$ cat src/rtl/barrel_shift_pipe.sv
// ----------------------------------------------------------------------------
// barrel_shift_pipe
//   Fully pipelined barrel shifter with one log2 shift stage per clock. Stage s
//   shifts by 2^s when bit s of the operation's shift amount is set. Supports
//   logical left, logical right, arithmetic right and rotate left. A
//   valid/ready handshake on both sides lets empty stages fill while the
//   output is stalled, so bubbles collapse and one op per cycle is sustained.
//
// Ports
//   clk        in   1      rising-edge clock
//   rst_n      in   1      synchronous reset, active low
//   in_valid   in   1      input operand valid
//   in_ready   out  1      block accepts input this cycle (combinational)
//   in_data    in   WIDTH  operand
//   in_shamt   in   SHW    shift amount, 0..WIDTH-1
//   in_mode    in   2      00 LSL, 01 LSR, 10 ASR, 11 ROL
//   out_valid  out  1      result valid
//   out_ready  in   1      downstream accepts result
//   out_data   out  WIDTH  shifted result
//   out_mode   out  2      mode that produced out_data
// ----------------------------------------------------------------------------
module barrel_shift_pipe #(
  parameter int WIDTH = 16
) (
  input  logic                       clk,
  input  logic                       rst_n,
  input  logic                       in_valid,
  output logic                       in_ready,
  input  logic [WIDTH-1:0]           in_data,
  input  logic [$clog2(WIDTH)-1:0]   in_shamt,
  input  logic [1:0]                 in_mode,
  output logic                       out_valid,
  input  logic                       out_ready,
  output logic [WIDTH-1:0]           out_data,
  output logic [1:0]                 out_mode
);

  localparam int SHW = $clog2(WIDTH);

  localparam logic [1:0] MODE_LSL = 2'b00;
  localparam logic [1:0] MODE_LSR = 2'b01;
  localparam logic [1:0] MODE_ASR = 2'b10;
  localparam logic [1:0] MODE_ROL = 2'b11;

  // One shift step of a fixed distance. ASR fills with the operand's original
  // sign bit carried down the pipe, never with the current stage's MSB.
  // amt is always a power of two below WIDTH, so the rotate never wraps by 0.
  function automatic logic [WIDTH-1:0] stage_shift(
    input logic [WIDTH-1:0] d,
    input logic             en,
    input logic [1:0]       mode,
    input logic             sign,
    input int               amt
  );
    logic [WIDTH-1:0] r;
    logic [WIDTH-1:0] fill;
    fill = sign ? ~({WIDTH{1'b1}} >> amt) : {WIDTH{1'b0}};
    if (en) begin
      case (mode)
        MODE_LSL: r = d << amt;
        MODE_LSR: r = d >> amt;
        MODE_ASR: r = (d >> amt) | fill;
        MODE_ROL: r = (d << amt) | (d >> (WIDTH - amt));
        default:  r = d;
      endcase
    end else begin
      r = d;
    end
    return r;
  endfunction

  // Stage registers
  logic [SHW-1:0]    v_r;
  logic [WIDTH-1:0]  data_r  [SHW];
  logic [SHW-1:0]    shamt_r [SHW];
  logic [1:0]        mode_r  [SHW];
  logic [SHW-1:0]    sign_r;

  // Values each stage would load this cycle
  logic [SHW-1:0]    nxt_v_s;
  logic [WIDTH-1:0]  nxt_data_s  [SHW];
  logic [SHW-1:0]    nxt_shamt_s [SHW];
  logic [1:0]        nxt_mode_s  [SHW];
  logic [SHW-1:0]    nxt_sign_s;

  // rdy_s[s] : stage s may load this cycle; rdy_s[SHW] is the downstream ready
  logic [SHW:0]      rdy_s;

  // Ready chain: a stage can load if it is empty or its successor moves on
  always_comb begin
    rdy_s      = {(SHW+1){1'b0}};
    rdy_s[SHW] = out_ready;
    for (int s = SHW - 1; s >= 0; s--) begin
      rdy_s[s] = !v_r[s] || rdy_s[s+1];
    end
  end

  // Next-stage contents: stage 0 takes the input port, later stages their predecessor
  always_comb begin
    nxt_v_s       = {SHW{1'b0}};
    nxt_sign_s    = {SHW{1'b0}};
    nxt_v_s[0]    = in_valid;
    nxt_shamt_s[0] = in_shamt;
    nxt_mode_s[0] = in_mode;
    nxt_sign_s[0] = in_data[WIDTH-1];
    nxt_data_s[0] = stage_shift(in_data, in_shamt[0], in_mode, in_data[WIDTH-1], 1);
    for (int s = 1; s < SHW; s++) begin
      nxt_v_s[s]     = v_r[s-1];
      nxt_shamt_s[s] = shamt_r[s-1];
      nxt_mode_s[s]  = mode_r[s-1];
      nxt_sign_s[s]  = sign_r[s-1];
      nxt_data_s[s]  = stage_shift(data_r[s-1], shamt_r[s-1][s], mode_r[s-1],
                                   sign_r[s-1], int'(32'd1 << s));
    end
  end

  // Pipeline registers; payload only loads with a valid item so the output
  // keeps reading zero after reset until the first real result arrives
  always_ff @(posedge clk) begin
    if (!rst_n) begin
      v_r    <= {SHW{1'b0}};
      sign_r <= {SHW{1'b0}};
      for (int s = 0; s < SHW; s++) begin
        data_r[s]  <= {WIDTH{1'b0}};
        shamt_r[s] <= {SHW{1'b0}};
        mode_r[s]  <= 2'b00;
      end
    end else begin
      for (int s = 0; s < SHW; s++) begin
        if (rdy_s[s]) begin
          v_r[s] <= nxt_v_s[s];
          if (nxt_v_s[s]) begin
            data_r[s]  <= nxt_data_s[s];
            shamt_r[s] <= nxt_shamt_s[s];
            mode_r[s]  <= nxt_mode_s[s];
            sign_r[s]  <= nxt_sign_s[s];
          end
        end
      end
    end
  end

  assign in_ready  = rdy_s[0];
  assign out_valid = v_r[SHW-1];
  assign out_data  = data_r[SHW-1];
  assign out_mode  = mode_r[SHW-1];

endmodule

$ cat config.mk
export PLATFORM = sky130hd
export DESIGN_NAME = barrel_shift_pipe
export DESIGN_NICKNAME = d
export VERILOG_FILES = /design/src/rtl/barrel_shift_pipe.sv
export SDC_FILE = /design/constraint.sdc
export NUM_CORES = 1
export LEC_CHECK = 0
export CAP_MARGIN = 10
export CORE_MARGIN = 4
export CORE_UTILIZATION = 50
export DETAILED_ROUTE_END_ITERATION = 16
export PLACE_DENSITY = 0.72
export SYNTH_ARGS = -nofsm -noshare
export SYNTH_HDL_FRONTEND = slang
export SYNTH_SLANG_ARGS = --single-unit
$ cat constraint.sdc
create_clock -name clk -period 3.3 [get_ports clk]
set_input_delay 0.495 -clock clk [delete_from_list [all_inputs] [get_ports clk]]
set_output_delay 0.495 -clock clk [all_outputs]
set_load 0.01 [all_outputs]
**Word level (Yosys, flattened, before mapping)**

Memories as Yosys holds them, arrays and structs flattened.
Cells that the tools add are included.

- Bits in writable memories: 88
- Input port bits: 26
- ROM bits: 0
- Memories: 3
- Output and inout bits: 20
- Bits in registers: 7
- Word-level logic and storage cells: 98
- Latch bits: 0

- Add/subtract/negate cells: 0
- Equal/unequal tests: 12
- Mux-type cells: 41
- Reductions and logical operators: 15
- Bitwise gates (word level): 20
- Divide/modulo/power cells: 0
- Shifts and indexed selects: 0
- Multipliers: 0
- $lt $le $gt $ge: 0

Memory list:

| memory | depth | bits a word | rd ports | clocked after memory_dff | wr ports | line | RTL |
|---|---|---|---|---|---|---|---|
| data_r | 4 | 16 | 4 | 0 | 4 | 74 | `logic [WIDTH-1:0] data_r [SHW];` |
| shamt_r | 4 | 4 | 3 | 0 | 4 | 75 | `logic [SHW-1:0] shamt_r [SHW];` |
| mode_r | 4 | 2 | 4 | 0 | 4 | 76 | `logic [1:0] mode_r [SHW];` |

Operator list:

| cell | count |
|---|---|
| 16-bit case mux with 4 select lines | 4 |
| 16-bit 2-to-1 mux | 12 |
| 1-bit 2-to-1 mux | 17 |
| 2-bit == test (second input constant) | 8 |
| 4-bit 2-to-1 mux | 4 |
| 12-bit by 16-bit bitwise OR with 16-bit output | 1 |
| 14-bit by 16-bit bitwise OR with 16-bit output | 1 |
| 15-bit by 16-bit bitwise OR with 16-bit output | 1 |
| 16-bit by 1-bit bitwise OR with 16-bit output | 1 |
| 16-bit by 2-bit bitwise OR with 16-bit output | 1 |
| 16-bit by 4-bit bitwise OR with 16-bit output | 1 |
| 16-bit by 8-bit bitwise OR with 16-bit output | 1 |
| 8-bit by 16-bit bitwise OR with 16-bit output | 1 |
| 1-bit bitwise OR | 12 |
| 2-bit by 1-bit == test with 1-bit output (second input constant) | 4 |
| 2-bit zero test | 4 |
| 2-bit 2-to-1 mux | 4 |
| 2-bit AND reduction | 3 |
| 1-bit zero test | 4 |
| 1-bit logical OR | 4 |

**Depth between registers and ports, before layout**

Gate-level depths: netlist of the first run.

- Depth in word-level cells: 9
- Gate-level depth with buffers: 5
- Gate-level depth less buffers: 3

**Worst setup path before layout of the first run**

Ideal clock, no wire load.

- Path kind: input to register
- From: in out_ready
- To: mem data_r[0][0] (enable)
- Arrival: 1357 ps
- Slack: 1567 ps
- Buffers on the path: 0
- Stages on the path: 3
- Setup time: 376 ps
- Data required time: 2924 ps
- Cell sequence: and4b_1 nand2_1 a21bo_1

RTL lines:

| element | line | RTL |
|---|---|---|
| start: declaration | 33 | `input logic out_ready,` |
| end: declaration | 74 |  |

**Final worst setup path of the first run**

- From: in out_ready
- To: out in_ready

- Word-level cells in the longest chain between the ends: 4

Ends and longest elaborated chain:

| element | line | RTL |
|---|---|---|
| 1-bit logical OR (4 in a row) | 94 | `rdy_s[s] = !v_r[s] \|\| rdy_s[s+1];` |
| end: declaration | 28 | `output logic in_ready,` |

Every way passes these cells.

==> results.sh, run 1 <==
export IMPL_clock_path_buffers=2
export IMPL_main_area_contributors_after_synthesis="sky130_fd_sc_hd__edfxtp_1 54%, sky130_fd_sc_hd__mux2i_1 8.4%, sky130_fd_sc_hd__a211oi_1 7.3%, sky130_fd_sc_hd__nor2_1 6.6%, sky130_fd_sc_hd__dfxtp_1 3.2%"
export IMPL_clock_latency_ps=340
export IMPL_hold_path_end="sign_r[2]"
export IMPL_critical_path_peak_fanout=4
export IMPL_finalWeightedCongestion=0.891
export IMPL_netlist_area_um2=4310
export IMPL_seqPwrFrac_pct=57.6
export IMPL_firstDrtPassIters=4
export IMPL_grt_antenna_before_repair=0
export IMPL_grt_overflow=0
export IMPL_grt_pass1_vias=2621
export IMPL_post_synthesis_async_set_or_reset_flop_share_pct=0
export IMPL_tritoncts="built"
export IMPL_post_dp_hpwl_mm=5.27
export IMPL_antennaDiodeCount=0
export IMPL_initial_core_util_pct=52.0
export IMPL_timing_final_max_slew_violations=0
export IMPL_initialDrtViolationCount=95
export IMPL_cts_repair_timing_setup_buffer_count=0
export IMPL_ctsResizeCount=0
export IMPL_worst_ep_arrival_time_ps=1920
export IMPL_via_count=2860
export IMPL_timing_hold_violations_final=0
export IMPL_clock_power_share_pct=29.8
export IMPL_switching_share_pct=23.6
export IMPL_clkSinkCount=85
export IMPL_grt_usage_pct=14.8
export IMPL_clock_tree_root_cell="sky130_fd_sc_hd__clkbuf_8"
export IMPL_drive_gt1_share_pct=4.82
export IMPL_wire_length_of_the_first_global_routing_pass_mm=12.0
export IMPL_synth_compound_gate_area_share_pct=13.2
export IMPL_layout_cells_most_common="sky130_fd_sc_hd__edfxtp_1"
export IMPL_die_w_um=101
export IMPL_timing_hold_worst_path_depth=2
export IMPL_io_pin_count=46
export IMPL_drcViolationCount=0
export IMPL_startpoint_type="input port"
export IMPL_timing_setup_tns_ps=0
export IMPL_cell_count_after_synthesis=377
export IMPL_yosys_area_share_adder_pct=0
export IMPL_synth_warnings=0
export IMPL_worstSetupEndpointType="primary output"
export IMPL_synth_cell_type_count=35
export IMPL_final_period_minus_worst_setup_slack_ps=2420
export IMPL_share_comb_of_total_power_pct=12.7
export IMPL_synth_mux_area_share_pct=10.2
export IMPL_worst_slew_pin_tran_ps=996
export IMPL_synth_seq_area_share_pct=57.6
export IMPL_rsz0062_at_grt="no"
export IMPL_timing_slew_headroom_pct=33.4
export IMPL_ys_seq_elements=85
export IMPL_finalCritPeriodShare_pct=73.2
export IMPL_synth_largest_area_cell="sky130_fd_sc_hd__edfxtp_1"
export IMPL_detail_route_antenna_nets=0
export IMPL_post_synth_cell_area_avg_um2=11.4
export IMPL_internal_power_mw=1.71
export IMPL_core_area_um2=8300
export IMPL_detail_route_wl_per_cell_um=13.4
export IMPL_timing_worst_setup_path_type="in -> out"
export IMPL_classification_of_the_worst_slack_hold_path="reg -> reg"
export IMPL_power_dens_cells_nw_per_um2=452
export IMPL_clk_transition_reported_paths_ps=80
export IMPL_hold_path_startpoint="sign_r[2]"
export IMPL_finalCoreUtilization_pct=59.8
export IMPL_ctsHtreeMaxLevel=3
export IMPL_worstRegToRegCells=3
export IMPL_maxCapViolations=0
export IMPL_synth_net_count=403
export IMPL_r2r_end="data_r[3][15]"
export IMPL_synth_edf_count=78
export IMPL_reg_to_reg_critical_path_startpoint="shamt_r[0][11]"
export IMPL_placementRows=33
export IMPL_clock_skew_final_ps=7.82
export IMPL_irDropWorstVdd_mv=0.208
export IMPL_ctsHoldBuffers=0
export IMPL_switchingPower_mw=0.531
export IMPL_routed_wl_mm=6.94
export IMPL_yosys_area_share_xor_xnor_pct=2.12
export IMPL_die_height_um=101
export IMPL_maxClockFrequency_ghz=0.414
export IMPL_post_synth_and_or_nand_nor_area_fraction_pct=12.2
export IMPL_largest_family_of_logic_cells_by_synthesized_area="compound AO/OA/AOI/OAI gates"
export IMPL_most_common_layout_cells="78 x sky130_fd_sc_hd__edfxtp_1, 76 x sky130_fd_sc_hd__nor2_1, 45 x sky130_fd_sc_hd__clkdlybuf4s50_1, 42 x sky130_fd_sc_hd__a211oi_1, 36 x sky130_fd_sc_hd__mux2i_1"
export IMPL_synth_flop_cell="sky130_fd_sc_hd__edfxtp_1"
export IMPL_die_area_um2=10200
export IMPL_regToRegSetupSlack_ps=1510
export IMPL_grt_max_degree=34
export IMPL_fin_nets=436
export IMPL_result_of_the_run="finished clean"
export IMPL_drt_vias_per_instance=5.50
export IMPL_cts_buffers=9
export IMPL_fillers=678
export IMPL_input_output_buffers=45
export IMPL_static_leakage_power_nw=1.85
export IMPL_area_growth_pct=15.1
export IMPL_setup_worst_path_start="out_ready"
export IMPL_final_setup_viol_count=0
export IMPL_synth_top_cell_area_share_pct=54.3
export IMPL_critPathRequiredTime_ps=2800
## power groups by stage
stage	sequential (mW)	clock [mW]	combinational, mW
after floorplan	1.30	0	0.208
after global placement	1.31	0	0.279
after detailed placement	1.32	0	0.284
after CTS	1.29	0.686	0.286
after global routing	1.30	0.738	0.316
final	1.29	0.668	0.284
## cells by family (layout without fill, tap and decap cells)
family,count (synthesis),after routing
xor gates and xnor gates,4,4
AOI/OAI and AO/OA,75,75
muxes,43,43
and+or+nand+nor,124,124
DFF,85,85
buffers and inverters,46,84
## how the worst max path moves through the flow
stage / slack, ps / to / cells after the start
after global placement: 880 / data_r[1][9] / 3
after global routing: 800 / in_ready / 4
after CTS: 880 / in_ready / 4
final: 880 / in_ready / 4
after floorplan: 1570 / data_r[0][0] / 3
after detailed placement: 700 / data_r[1][3] / 3
## final cells by class
class                           count  area (µm²)  share of cell area, %
Sequential cell                    85        2480                   50.0
Timing Repair Buffer               47         465                   9.37
Clock buffer                        9         124                   2.49
Multi-Input combinational cell    246        1630                   32.8
Tap cell                          105         131                   2.65
Inverter                           21        78.8                   1.59
Clock inverter                      7        56.3                   1.13
## metal layers
layer / track usage, % / vias up / wire length (µm)
met2: 26.5 / 76 / 3600
met4: 6.53 / 0 / 194
met5: 0 / - / 0
met1: 16.4 / 1298 / 2800
met3: 3.74 / 14 / 349
li1: - / 1472 / -
## state kept, by name (all words and copies together) (netlist names)
register	flops
mode_r	8
sign_r	3
shamt_r	6
v_r	4
data_r	64
## synth_stat cells (all sizes together) (4+ instances only)
cell type,n
a22oi,8
mux2,7
mux2i,36
nand2,19
inv,21
xnor2,4
a211oi,42
dfxtp,7
a221oi,12
buf,10
nor2,76
clkbuf,15
nor3,12
nor2b,4
edfxtp,78
nand3,6
## per-stage QoR
stage                     power, mW  setup WS (ps)  hold slack [ps]  cell area, µm²  cells
after floorplan                1.51           1570              438            4310    377
after global placement         1.59            881              465            4780    504
after detailed placement       1.60            703              478            4780    504
after CTS                      2.26            884              489            4960    520
after global routing           2.35            797              508            4960    520
final                          2.24            883              492            4960    520
## worst max-delay path, stage by stage
cell and delay [ps]:
sky130_fd_sc_hd__clkdlybuf4s50_1 500, sky130_fd_sc_hd__and4b_1 250, sky130_fd_sc_hd__nand2_1 120, sky130_fd_sc_hd__clkdlybuf4s50_1 550
(Power assumes the default switching activity.)
==> run 2: changes to the inputs <==
==> constraint.sdc (replaced) <==
create_clock -name clk -period 2.3 [get_ports clk]
set_input_delay 0.345 -clock clk [delete_from_list [all_inputs] [get_ports clk]]
set_output_delay 0.345 -clock clk [all_outputs]
set_load 0.01 [all_outputs]
==> run 2 against run 1 <==
Net effect:
- cell area rose by 1.5%
- register-to-register slack worse by 910 ps
- clock power rose by 45%
- combinational power is 47% higher
- critical path depth is the same
- hold slack got worse by 14 ps
- non-clock buffer count up 10
- utilization up 0.92 points
- wire length grew 4.2%
- critical path type unchanged
==> results.sh, run 2 (same netlist as run 1, synthesis figures left out) <==
export IMPL_placementRows=33
export IMPL_met2_length_mm=3.92
export IMPL_critPathMostFrequentCell="sky130_fd_sc_hd__clkdlybuf4s50_1"
export IMPL_ctsHtreeMaxLevel=3
export IMPL_initial_core_util_pct=52.0
export IMPL_most_common_layout_cells="78 x sky130_fd_sc_hd__edfxtp_1, 76 x sky130_fd_sc_hd__nor2_1, 45 x sky130_fd_sc_hd__clkdlybuf4s50_1, 42 x sky130_fd_sc_hd__a211oi_1, 36 x sky130_fd_sc_hd__mux2i_1"
export IMPL_static_leakage_power_nw=1.89
export IMPL_clkSinkCount=85
export IMPL_input_output_buffers=45
export IMPL_drcViolationCount=0
export IMPL_drt_vias_per_instance=5.48
export IMPL_antennaDiodeCount=0
export IMPL_m1WireLength_mm=2.76
export IMPL_die_height_um=101
export IMPL_layout_cells_most_common="sky130_fd_sc_hd__edfxtp_1"
export IMPL_die_w_um=101
export IMPL_detail_route_antenna_nets=0
export IMPL_startpoint_type="input port"
export IMPL_ctsResizeCount=0
export IMPL_top_layer="met4"
export IMPL_firstDrtPassIters=4
export IMPL_clock_path_buffers=2
export IMPL_worst_slew_pin_tran_ps=708
export IMPL_routed_wl_mm=7.24
export IMPL_clock_latency_ps=340
export IMPL_wire_length_of_the_first_global_routing_pass_mm=12.4
export IMPL_die_area_um2=10200
export IMPL_clock_tree_root_cell="sky130_fd_sc_hd__clkbuf_8"
export IMPL_detailroute_wirelength_met3_um=295
export IMPL_detail_route_wl_per_cell_um=13.7
export IMPL_crit_path_cell_chain="clkdlybuf4s50_1, and4b_1, nand2_1, clkdlybuf4s50_1"
export IMPL_classification_of_the_worst_slack_hold_path="reg -> reg"
export IMPL_io_pin_count=46
export IMPL_critical_path_max_stage_delay_ps=540
export IMPL_timing_final_max_slew_violations=0
export IMPL_slowest_stage="sky130_fd_sc_hd__clkdlybuf4s50_1"
export IMPL_irDropWorstVdd_mv=0.342
export IMPL_final_setup_viol_count=0
export IMPL_fin_nets=446
export IMPL_area_growth_pct=16.9
export IMPL_grt_antenna_before_repair=0
export IMPL_max_flop_register="data_r"
export IMPL_final_hold_worst_slack_ps=479
export IMPL_post_dp_hpwl_mm=5.54
export IMPL_grt_max_degree=30
export IMPL_grt_overflow=0
export IMPL_timing_setup_tns_ps=0
export IMPL_reg_largest_list="data_r (64), mode_r (8), shamt_r (6)"
export IMPL_finalWeightedCongestion=0.880
export IMPL_drive_gt1_share_pct=6.82
export IMPL_final_period_minus_worst_setup_slack_ps=2100
export IMPL_result_of_the_run="finished clean"
export IMPL_rsz0062_at_grt="no"
export IMPL_clk_transition_reported_paths_ps=70
export IMPL_tritoncts="built"
export IMPL_critical_path_peak_fanout=4
export IMPL_cts_repair_timing_setup_buffer_count=0
export IMPL_worst_ep_arrival_time_ps=1750
export IMPL_grt_pass1_vias=2910
export IMPL_timing_worst_setup_path_type="in -> out"
export IMPL_maxClockFrequency_ghz=0.476
export IMPL_ctsHoldBuffers=0
export IMPL_critPathRequiredTime_ps=1960
export IMPL_via_count=2906
export IMPL_initialDrtViolationCount=71
export IMPL_flip_flop_count_of_the_largest_register_after_layout=64
export IMPL_maxCapViolations=0
export IMPL_timing_hold_violations_final=0
export IMPL_finalCritPeriodShare_pct=91.2
export IMPL_worstSetupEndpointType="primary output"
export IMPL_grt_usage_pct=15.4
export IMPL_cts_buffers=9
export IMPL_core_area_um2=8300
export IMPL_timing_slew_headroom_pct=52.8
export IMPL_clock_skew_final_ps=5.35
export IMPL_power_dens_cells_nw_per_um2=643
run 2: stage by stage:
stage,util (%),total power [mW],cell area [µm²],std cells,setup WS [ps]
2_1_floorplan,-,2.17,4310,377,677
3_3_place_gp,58.6,2.29,4860,514,116
3_5_place_dp,58.6,2.31,4860,514,103
4_1_cts,60.7,3.27,5040,530,200
5_1_grt,60.7,3.37,5040,530,113
6_report,60.7,3.24,5040,530,201
run 2: routing by layer:
layer,global-route usage (%),up-vias
li1,-,1485
met2,29.2,71
met3,2.21,21
met4,10.5,0
met1,15.2,1329
met5,0,-
run 2: area by class of cell:
| cell class | count | area, µm² |
|---|---|---|
| Sequential cell | 85 | 2480 |
| Multi-Input combinational cell | 246 | 1630 |
| Tap cell | 105 | 131 |
| Fill cell | 692 | 3260 |
| Inverter | 21 | 78.8 |
| Timing Repair Buffer | 57 | 541 |
| Clock buffer | 10 | 128 |
| Clock inverter | 6 | 53.8 |
run 2: final timing paths:
| kind | slack, ps | start | to | depth (start not counted) |
|---|---|---|---|---|
| setup / recovery | 200 | out_ready | in_ready | 4 |
| hold reg to reg | 480 | sign_r[2] | sign_r[2] | 2 |
| hold / removal | 480 | sign_r[2] | sign_r[2] | 2 |
| setup reg to reg | 600 | mode_r[0][0] | data_r[1][5] | 3 |
run 2: report_power, final:
group          leakage [nW]  internal (mW)  switching [mW]
clock                0.0888          0.489           0.480
sequential            0.899           1.78          0.0744
combinational         0.904          0.202           0.216
total                  1.89           2.47           0.770
run 2: critical path, delay by kind of cell:
kind	cells	cell delay (ps)
buffers and inverters	2	1030
and+or+nand+nor	2	370
==> run 3: changes to the inputs <==
--- a/config.mk
+++ b/config.mk
@@ -6,10 +6,11 @@
 export NUM_CORES = 1
 export LEC_CHECK = 0
 export CAP_MARGIN = 10
-export CORE_MARGIN = 4
+export CORE_MARGIN = 3
 export CORE_UTILIZATION = 50
 export DETAILED_ROUTE_END_ITERATION = 16
 export PLACE_DENSITY = 0.72
+export RECOVER_POWER = 25
 export SYNTH_ARGS = -nofsm -noshare
 export SYNTH_HDL_FRONTEND = slang
 export SYNTH_SLANG_ARGS = --single-unit
==> run 3 against run 2 <==
Net effect:
- hold slack gained 13 ps
- power rose by 3.1%
- critical path depth did not move
- wire length fell by 0.62%
- register-to-register slack worse by 90 ps
- cell area rose by 0.27%
- clock-buffer cell count up 3
- clock power rose by 10%
- sequential share of layout area fell by 0.13 points
- flip-flop and latch count is the same
- global-route usage grew 0.072 points
- via count fell by 0.69%
==> results.sh, run 3 (same netlist as run 1, synthesis figures left out) <==
export IMPL_ctsHoldBuffers=0
export IMPL_worstSetupEndpointType="primary output"
export IMPL_worst_slew_pin_tran_ps=781
export IMPL_cts_buffers=9
export IMPL_critical_path_peak_fanout=4
export IMPL_layout_cells_most_common="sky130_fd_sc_hd__edfxtp_1"
export IMPL_input_output_buffers=45
export IMPL_clkSinkCount=85
export IMPL_flip_flop_count_of_the_largest_register_after_layout=64
export IMPL_hold_path_startpoint="sign_r[2]"
export IMPL_power_dens_cells_nw_per_um2=662
export IMPL_reg_largest_list="data_r (64), mode_r (8), shamt_r (6)"
export IMPL_finalCritPeriodShare_pct=91.3
export IMPL_r2r_end="data_r[1][1]"
export IMPL_timing_hold_worst_path_depth=2
export IMPL_timing_setup_tns_ps=0
export IMPL_routed_wl_mm=7.19
export IMPL_seqPwrFrac_pct=55.5
export IMPL_reg_to_reg_critical_path_startpoint="v_r[2]"
export IMPL_switchingPower_mw=0.775
export IMPL_result_of_the_run="finished clean"
export IMPL_fin_nets=446
export IMPL_preCtsSetupSlack_ps=83.4
export IMPL_detail_route_wl_per_cell_um=13.6
export IMPL_hold_path_end="sign_r[2]"
export IMPL_grt_max_degree=34
export IMPL_timing_final_max_slew_violations=0
export IMPL_regToRegSetupSlack_ps=510
export IMPL_grt_overflow=0
export IMPL_grt_usage_pct=15.5
export IMPL_worst_setup_slack_final_ps=200
export IMPL_maxClockFrequency_ghz=0.476
export IMPL_share_comb_of_total_power_pct=12.4
export IMPL_ctsResizeCount=0
export IMPL_clock_power_share_pct=32.1
export IMPL_static_leakage_power_nw=1.90
export IMPL_core_area_um2=8300
export IMPL_maxCapViolations=0
export IMPL_post_dp_hpwl_mm=5.50
export IMPL_timing_hold_violations_final=0
export IMPL_max_flop_register="data_r"
export IMPL_switching_share_pct=23.2
export IMPL_firstDrtPassIters=5
export IMPL_initialDrtViolationCount=55
export IMPL_cts_repair_timing_setup_buffer_count=0
export IMPL_timing_worst_setup_path_type="in -> out"
export IMPL_antennaDiodeCount=0
export IMPL_grt_antenna_before_repair=0
export IMPL_ctsHtreeMaxLevel=3
export IMPL_die_area_um2=9780
export IMPL_worstRegToRegCells=4
export IMPL_wire_length_of_the_first_global_routing_pass_mm=12.3
export IMPL_most_common_layout_cells="78 x sky130_fd_sc_hd__edfxtp_1, 76 x sky130_fd_sc_hd__nor2_1, 44 x sky130_fd_sc_hd__clkdlybuf4s50_1, 42 x sky130_fd_sc_hd__a211oi_1, 36 x sky130_fd_sc_hd__mux2i_1"
export IMPL_final_cell_count_no_fill=530
export IMPL_irDropWorstVdd_mv=0.367
export IMPL_initial_core_util_pct=52.0
export IMPL_classification_of_the_worst_slack_hold_path="reg -> reg"
export IMPL_clk_transition_reported_paths_ps=70
export IMPL_startpoint_type="input port"
export IMPL_final_setup_viol_count=0
export IMPL_rsz0062_at_grt="no"
export IMPL_critPathRequiredTime_ps=1960
export IMPL_io_pin_count=46
export IMPL_tritoncts="built"
export IMPL_final_period_minus_worst_setup_slack_ps=2100
export IMPL_worst_ep_arrival_time_ps=1750
export IMPL_placedCellCount=514
export IMPL_clock_latency_ps=350
export IMPL_clock_path_buffers=2
export IMPL_finalWeightedCongestion=0.929
export IMPL_drive_gt1_share_pct=6.82
export IMPL_die_w_um=98.9
export IMPL_area_growth_pct=17.2
export IMPL_clock_skew_final_ps=6.85
export IMPL_die_height_um=98.9
export IMPL_drcViolationCount=0
export IMPL_drt_vias_per_instance=5.45
export IMPL_detail_route_antenna_nets=0
export IMPL_internal_power_mw=2.57
export IMPL_via_count=2886
export IMPL_timing_slew_headroom_pct=47.9
export IMPL_grt_pass1_vias=2706
export IMPL_placementRows=33
export IMPL_clock_tree_root_cell="sky130_fd_sc_hd__clkbuf_8"
-- run 3: critical path: stages --
cell                              delay [ps]
sky130_fd_sc_hd__clkdlybuf4s50_1         500
sky130_fd_sc_hd__and4b_1                 250
sky130_fd_sc_hd__nand2_1                 120
sky130_fd_sc_hd__clkdlybuf4s50_1         540
-- run 3: how the worst max path moves through the flow --
stage              start       endpoint  slack [ps]  cells past startpoint
3_5_place_dp   out_ready  shamt_r[0][2]          80                      4
4_1_cts        out_ready       in_ready         200                      4
3_3_place_gp   out_ready  shamt_r[0][3]         120                      4
2_1_floorplan     v_r[3]   data_r[0][0]         680                      3
6_report       out_ready       in_ready         200                      4
5_1_grt        out_ready       in_ready         130                      4
-- run 3: area by class of cell --
cell class / instances / area, µm²
multi-input combinational: 246 / 1630
clock buffer: 13 / 169
fill: 677 / 3240
tap: 105 / 131
sequential: 85 / 2480
clock inverter: 3 / 42.5
timing repair buffer: 57 / 524
inverter: 21 / 78.8
-- run 3: metrics by stage --
step           total power, mW  cell area (µm²)  utilization [%]  hold slack (ps)
3_3_place_gp              2.29             4860             58.6              463
3_5_place_dp              2.31             4860             58.6              482
6_report                  3.34             5050             60.9              491
2_1_floorplan             2.17             4310                -              438
5_1_grt                   3.48             5050             60.9              521
4_1_cts                   3.37             5070             61.1              494
-- run 3: routing by layer --
metal / vias to the layer above / part of all wire (%) / global-route usage (%)
li1: 1495 / - / -
met1: 1305 / 39 / 16.6
met2: 68 / 54 / 28.5
met3: 18 / 4.5 / 3.68
met4: 0 / 2.6 / 7.14
met5: - / 0 / 0
-- run 3: power by group through the flow --
stage | sequential, mW | combinational, mW | clock (mW)
final | 1.86 | 0.415 | 1.07
after global routing | 1.87 | 0.459 | 1.15
after CTS | 1.85 | 0.423 | 1.09
after detailed placement | 1.89 | 0.421 | 0
after global placement | 1.88 | 0.405 | 0
after floorplan | 1.87 | 0.298 | 0
